`config.mk`:
```
export PLATFORM = sky130hd
export DESIGN_NAME = keystream_block_buffer
export DESIGN_NICKNAME = d
export VERILOG_FILES = /design/src/rtl/keystream_block_buffer.sv
export SDC_FILE = /design/constraint.sdc
export NUM_CORES = 2
export LEC_CHECK = 0
export CAP_MARGIN = 20
export CELL_PAD_IN_SITES_DETAIL_PLACEMENT = 0
export CELL_PAD_IN_SITES_GLOBAL_PLACEMENT = 1
export CORE_ASPECT_RATIO = 0.7
export CORE_MARGIN = 3
export CORE_UTILIZATION = 45
export DETAILED_ROUTE_END_ITERATION = 12
export HOLD_SLACK_MARGIN = 0.05
export MAX_ROUTING_LAYER = met4
export PLACE_DENSITY = 0.92
export SETUP_SLACK_MARGIN = 0.4
export SLEW_MARGIN = 20
export SYNTH_ARGS = -nofsm -noshare
export SYNTH_HDL_FRONTEND = slang
export SYNTH_SLANG_ARGS = --single-unit
```
`constraint.sdc`:
```
create_clock -name clk -period 3.5 [get_ports clk]
set_input_delay 0.875 -clock clk [delete_from_list [all_inputs] [get_ports clk]]
set_output_delay 0.875 -clock clk [all_outputs]
set_load 0.02 [all_outputs]
```
`src/rtl/keystream_block_buffer.sv`:
```
// Multi-bank keystream block buffer: collects serial words into NUM_BANKS blocks released in fill order.
// Optional KSB_ZEROIZE_EN: clears a bank's storage on the edge it is released.
module keystream_block_buffer #(
    parameter int unsigned DATA_SIZE   = 8,
    parameter int unsigned BLOCK_WORDS = 64,
    parameter int unsigned NUM_BANKS   = 2
) (
    input  logic                                   clk,
    input  logic                                   rst_n,
    input  logic                                   in_valid,
    input  logic [DATA_SIZE-1:0]                   in_data,
    output logic                                   in_ready,
    input  logic                                   flush,
    output logic                                   out_valid,
    input  logic                                   out_ready,
    output logic [BLOCK_WORDS-1:0][DATA_SIZE-1:0]  out_block,
    output logic [$clog2(BLOCK_WORDS):0]           out_fill,
    output logic [$clog2(NUM_BANKS):0]             blk_count
);

    localparam int unsigned AW = $clog2(BLOCK_WORDS);
    localparam int unsigned FW = AW + 1;
    localparam int unsigned BW = $clog2(NUM_BANKS);
    localparam int unsigned CW = BW + 1;

    typedef enum logic [1:0] {
        EMPTY,
        FILLING,
        FULL
    } bank_state_t;

    bank_state_t                           state_q [NUM_BANKS];
    bank_state_t                           state_d [NUM_BANKS];
    logic [BLOCK_WORDS-1:0][DATA_SIZE-1:0] mem     [NUM_BANKS];
    logic [FW-1:0]                         fill_q  [NUM_BANKS];
    logic [BW-1:0]                         wr_bank;
    logic [BW-1:0]                         rd_bank;
    logic [AW-1:0]                         wr_addr;

    logic accept;
    logic last_word;
    logic flush_close;
    logic close;
    logic release_blk;

    assign in_ready    = (state_q[wr_bank] != FULL);
    assign out_valid   = (state_q[rd_bank] == FULL);
    assign accept      = in_valid && in_ready;
    assign last_word   = accept && (wr_addr == AW'(BLOCK_WORDS - 1));
    // A flush closes the block only if it holds at least one real word after this edge.
    assign flush_close = flush && !last_word && (wr_addr != '0 || accept);
    assign close       = last_word || flush_close;
    assign release_blk = out_valid && out_ready;

    always_comb begin
        state_d = state_q;
        for (int unsigned b = 0; b < NUM_BANKS; b++) begin
            if (release_blk && BW'(b) == rd_bank) begin
                state_d[b] = EMPTY;
            end
            if (BW'(b) == wr_bank) begin
                if (close) begin
                    state_d[b] = FULL;
                end else if (accept) begin
                    state_d[b] = FILLING;
                end
            end
        end
    end

    always_ff @(posedge clk or negedge rst_n) begin
        if (!rst_n) begin
            for (int unsigned b = 0; b < NUM_BANKS; b++) begin
                state_q[b] <= EMPTY;
                fill_q[b]  <= '0;
            end
            wr_bank   <= '0;
            rd_bank   <= '0;
            wr_addr   <= '0;
            blk_count <= '0;
        end else begin
            state_q <= state_d;
            if (close) begin
                fill_q[wr_bank] <= last_word ? FW'(BLOCK_WORDS) : FW'(wr_addr) + FW'(accept);
                wr_addr         <= '0;
                wr_bank         <= wr_bank + BW'(1);
            end else if (accept) begin
                wr_addr <= wr_addr + AW'(1);
            end
            if (release_blk) begin
                rd_bank <= rd_bank + BW'(1);
            end
            if (close && !release_blk) begin
                blk_count <= blk_count + CW'(1);
            end else if (release_blk && !close) begin
                blk_count <= blk_count - CW'(1);
            end
        end
    end

    // Write bank and released bank never coincide: a FULL write bank blocks both accept and flush.
    always_ff @(posedge clk or negedge rst_n) begin
        if (!rst_n) begin
            for (int unsigned b = 0; b < NUM_BANKS; b++) begin
                mem[b] <= '0;
            end
        end else begin
            for (int unsigned b = 0; b < NUM_BANKS; b++) begin
`ifdef KSB_ZEROIZE_EN
                if (release_blk && BW'(b) == rd_bank) begin
                    mem[b] <= '0;
                end
`endif
                if (BW'(b) == wr_bank) begin
                    for (int unsigned i = 0; i < BLOCK_WORDS; i++) begin
                        if (accept && AW'(i) == wr_addr) begin
                            mem[b][i] <= in_data;
                        end else if (flush_close && AW'(i) >= wr_addr) begin
                            mem[b][i] <= '0;
                        end
                    end
                end
            end
        end
    end

    always_comb begin
        out_block = '0;
        out_fill  = '0;
        if (out_valid) begin
            out_block = mem[rd_bank];
            out_fill  = fill_q[rd_bank];
        end
    end

endmodule

```
Word-level counts from Yosys, hierarchy flattened
Index checks and enable logic that the tools add are counted.
{"block": "word_totals", "wordCells": 776, "inputBits": 13, "regBits": 1052, "out_inout_bits": 523}
{"block": "classes", "n_reduce_logical": 339, "muxes": 158, "eq_ne": 66, "bitwise_logic": 4, "n_lt_le_gt_ge": 67, "n_addsub": 6}
{"operator": "$mux 512", "n": 4}
{"operator": "$mux 8", "n": 128}
{"operator": "$reduce_and 2->1", "n": 128}
{"operator": "$eq 6x6->1 const A", "n": 32}
{"operator": "$ge 6x6->1 const A", "n": 32}
{"operator": "$logic_and 1x1->1", "n": 138}
{"operator": "$reduce_bool 2->1", "n": 66}
{"operator": "$eq 5x6->1 const A", "n": 16}
{"operator": "$ge 5x6->1 const A", "n": 16}
{"operator": "$eq 4x6->1 const A", "n": 8}
{"operator": "$ge 4x6->1 const A", "n": 8}
{"operator": "$mux 7", "n": 6}
{"operator": "$mux 2", "n": 16}
{"operator": "$eq 3x6->1 const A", "n": 4}
{"operator": "$ge 3x6->1 const A", "n": 4}
{"operator": "$bwmux 14", "n": 1}
{"operator": "$eq 2x6->1 const A", "n": 2}
{"operator": "$ge 1x6->1 const A", "n": 2}
{"operator": "$ge 2x6->1 const A", "n": 2}
{"operator": "$mux 6", "n": 2}
{"operator": "$add 6x1->7", "n": 1}
{"operator": "$demux 7 s1", "n": 1}
{"operator": "$add 6x1->6 const B", "n": 1}
{"operator": "$eq 1x6->1 const A", "n": 1}
{"operator": "14 further kinds", "n": 21}

Longest topological paths before layout
{"block": "logic_depth", "ltp_word": 15, "mapped_depth": 14, "ltp_nobuf": 10}

Least setup slack after synthesis
Ideal clock, no wire load.
{"block": "synth_timing", "path_kind": "input port to flip-flop", "from": "in in_valid", "to": "reg fill_q[4] in the netlist's numbering", "n_path_buf": 4, "path_stages": 12, "t_arrival_ps": 2968, "setup_ps": 125, "required_time_ps": 3375, "path_slack_ps": 408, "cell_sequence": "clkbuf_1 -> nand3_4 -> inv_2 -> buf_2 -> buf_2 -> buf_1 -> ha_1 -> ha_1 -> nand2_1 -> xor2_1 -> nor2_1 -> mux2_2"}
{"block": "synth_via", "elab_chain_cells": 6, "elab_cells_between_ends": 10, "cone_classes": "add/sub: 1; mux: 2; reduce/logical: 7"}
{"element": "from (decl)", "line_no": "10", "rtl": "input logic in_valid,"}
{"element": "$logic_and 1x1->1 *", "line_no": "48", "rtl": "assign accept = in_valid && in_ready;"}
{"element": "branches (longest 5 deep; another with $add 6x1->7)"}
{"element": "to (signal, indexed assignment)", "line_no": "84", "rtl": "fill_q[wr_bank] <= last_word ? FW'(BLOCK_WORDS) : FW'(wr_addr) + FW'(accept);"}
{"element": "to (decl)", "line_no": "35", "rtl": "logic [FW-1:0] fill_q [NUM_BANKS];"}
Mark *: on every way between the ends.
A chain may end at the register's enable or synchronous reset.

==> flow_summary.yaml <==
run_status:
  violations: "setup timing"
  status: "complete, but fails checks"
global_route:
  grt_max_degree: 97
  grt_util_met3: 0.0869
  antenna_found_initial: 9
  met2_usage: 0.489
  globalRoute.totalOverflow: 0
  grt.total_usage: 0.336
  grt_pass1_wl_um: 273000
  grt_busiest_layer: "met2"
  grt_use_met1: 0.453
  grt_pass1_vias: 41000
drt:
  viasPerCell: 6.25
  drt-initial-drc-count: 5137
  dr.pass1.iters: 5
  wl_per_cell_um: 28.1
  drc_errors: 0
  wl_um: 189000
  ant_nets: 0
  vias: 41900
clock_network:
  clk_pin_slew_worst_paths_ns: 0.07
  clock_path_buffers: 3
  cts_num_sinks: 1052
  cts_tree: "done"
  cts_root_buf: "clkbuf_16"
  h-tree-depth: 3
  clock_latency_ns: 0.71
  numCtsBuffers: 101
  cts.hold.buffers_added: 0
setup_path:
  arrival_ns: 2.81
  max_stage_delay_ns: 0.67
  rr_startpoint: "wr_addr[1]$_DFFE_PN0P_"
  cp_cell_sequence: "nor2_4, nand2_2, o21a_4, buf_12, nor2_2, clkdlybuf4s50_1"
  cp-start-kind: "register"
  worstReg2RegEnd: "mem[869]$_DFFE_PN0P_"
  cp-end-kind: "output port"
  crit_required_ns: 2.62
  rrSetupSlack_ns: 0.16
  path_max_fanout: 41
  reg2reg_depth: 11
  critPathKind: "register to output port"
  crit_slowest_cell: "clkdlybuf4s50_1"
floorplan:
  ios: 536
  core_area_sq_mm: 0.105
  initial_core_util: 0.458
  fp.dieArea_sq_mm: 0.111
  die_height_um: 280
  row_count: 99
  die_w_um: 397
synth:
  synth_top_area_cell: "dfrtp_1"
  synth_top_area_share: 0.547
  ys_top_cells_by_area: "dfrtp_1 (55%), mux2i_1 (11%), a22o_1 (7.4%), o2bb2ai_1 (5.8%), nor2_1 (5.1%)"
  synth_edf_count: 0
  synth_warnings: 0
  synth_cells: 4566
  seq_area_frac_synth: 0.547
  synth_fp_nets: 4586
  netlist_area_sq_mm: 0.0481
  synth_flop_cell: "dfrtp_1"
  ys_types: 61
  postSynthAreaPerCell_sq_um: 10.5
  ys_async_sr_fraction: 1.00
  synth_seq_cells: 1052
min_path:
  hp-class: "input port to asynchronous set/reset pin"
final_layout:
  drive_gt1_frac: 0.147
  fin_nets: 5230
  final_common_cell: "dfrtp_1"
  mostFrequentLayoutCells: "dfrtp_1 (1048), nor2_1 (612), nand2_1 (594)"
  stdcell_count: 6710
  fin_area_sq_mm: 0.0618
  area_growth_pct: 28.4
place:
  port_buffers: 535
  dp_cells: 6458
  dp_hpwl_um: 123000
  placed_cell_area_sq_mm: 0.0566
  gp_congestion: 0.945
power_and_ir_drop:
  powerDensity_mw_per_mm2: 636
  ir_drop_mv: 0.538
  total_leakage_power_uw: 0.0302
timing:
  setup_viol: 318
  period_needed_ns: 3.69
  setup_tns_ns: -30.44
  worst_pin_slew_ns: 0.959
  finClkSkew_ns: 0.0204
  rsz0062_at_grt: "true"
  period_share: 1.05
  hold_viol_final: 0
  slew_headroom: 0.354
  max_freq_mhz: 271
  slew_viol_final: 0
  setup_ws_ns: -0.188
flow_run:
  drv_cap: 0
==> worst max-delay path, delay by kind of cell, from the launching register on <==
kind | cells | cell delay, ns
buffers and inverters | 2 | 0.88
AND/OR/NAND/NOR | 3 | 0.55
flip-flops | 1 | 0.45
AO/OA/AOI/OAI | 1 | 0.21
==> how the worst max path moves through the flow <==
stage / startpoint / end / slack (ns) / cells past startpoint
after floorplan: in_valid / fill_q[4]$_DFFE_PN0P_ / 0.41 / 12
after global placement: in_valid / mem[559]$_DFFE_PN0P_ / -0.31 / 8
after detailed placement: in_valid / mem[559]$_DFFE_PN0P_ / -0.39 / 8
after CTS: rd_bank$_DFFE_PN0N_ / out_block[131] / -0.22 / 5
after global routing: rd_bank$_DFFE_PN0N_ / out_block[311] / -0.22 / 5
final: state_q[0]$_DFF_PN0_ / out_block[408] / -0.19 / 6
==> Yosys cell counts, types with 21 or more instances <==
cell and n:
clkbuf_1 275, nor2_1 655, a32o_1 24, a21oi_1 21, mux2i_1 520, buf_1 31, nor3_1 22, nand3_1 49
o21ai_0 240, mux2_2 38, o2bb2ai_1 319, nor2b_1 23, a22o_1 408, o21ai_1 69, dfrtp_1 1052, nand2_1 604
==> metrics by stage <==
| step | total power, uW | setup slack [ns] | util | hold WS (ns) |
|---|---|---|---|---|
| 2_1_floorplan | 20300 | 0.408 | - | 0.449 |
| 3_3_place_gp | 25200 | -0.309 | 0.538 | 0.458 |
| 3_5_place_dp | 25300 | -0.390 | 0.538 | 0.469 |
| 4_1_cts | 37700 | -0.220 | 0.578 | 0.206 |
| 5_1_grt | 40400 | -0.224 | 0.588 | 0.224 |
| 6_report | 39300 | -0.188 | 0.588 | 0.193 |
==> kinds of logic (layout without fill, tap and decap cells) <==
logic type	count (synthesis)	count (layout)	synth area share
AND/OR/NAND/NOR	1463	1463	0.125
XOR/XNOR	8	8	0.00146
flip-flops	1052	1052	0.547
multiplexers	558	558	0.117
AO/OA/AOI/OAI	1140	1141	0.181
buffers and inverters	338	1060	0.0269
adder cells (fa/ha/maj)	7	7	0.00182
other	0	7	0
==> sequential cells by signal, summed over array words and instances, names as in the netlist <==
signal / cells
blk_count: 2
fill_q: 14
mem: 1024
rd_bank: 1
state_q: 4
wr_addr: 6
wr_bank: 1
==> final cells by class <==
cell class,count,area [sq um]
diodes,7,17.5
fillers,8605,43400
well taps,1414,1770
repair buffers,860,8980
clock inverters,34,420
flip-flops and latches,1052,26300
multi-input cells,3177,21200
clock buffers,148,3030
inverters,18,67.6
==> timing repair <==
action / 4_1_cts / 5_1_grt
pin swaps: 1 / 9
endpoints found under the setup margin: 560 / 724
buffers inserted: 13 / 20
gates resized for setup: 353 / 281
gates cloned: 12 / 18
==> where the power goes <==
| group | leakage [uW] | internal, uW | total (uW) | switching, uW |
|---|---|---|---|---|
| logic | 0.0139 | 5010 | 14600 | 9580 |
| clock network | 0.00170 | 6640 | 11500 | 4890 |
| registers | 0.0146 | 12700 | 13200 | 448 |
==> metal layers <==
layer,vias to the layer above,share of wire
met5,-,0
met2,2642,0.44
met1,21100,0.40
met3,468,0.11
li1,17700,-
met4,0,0.044
No activity file was read; power rests on OpenSTA's default activity.
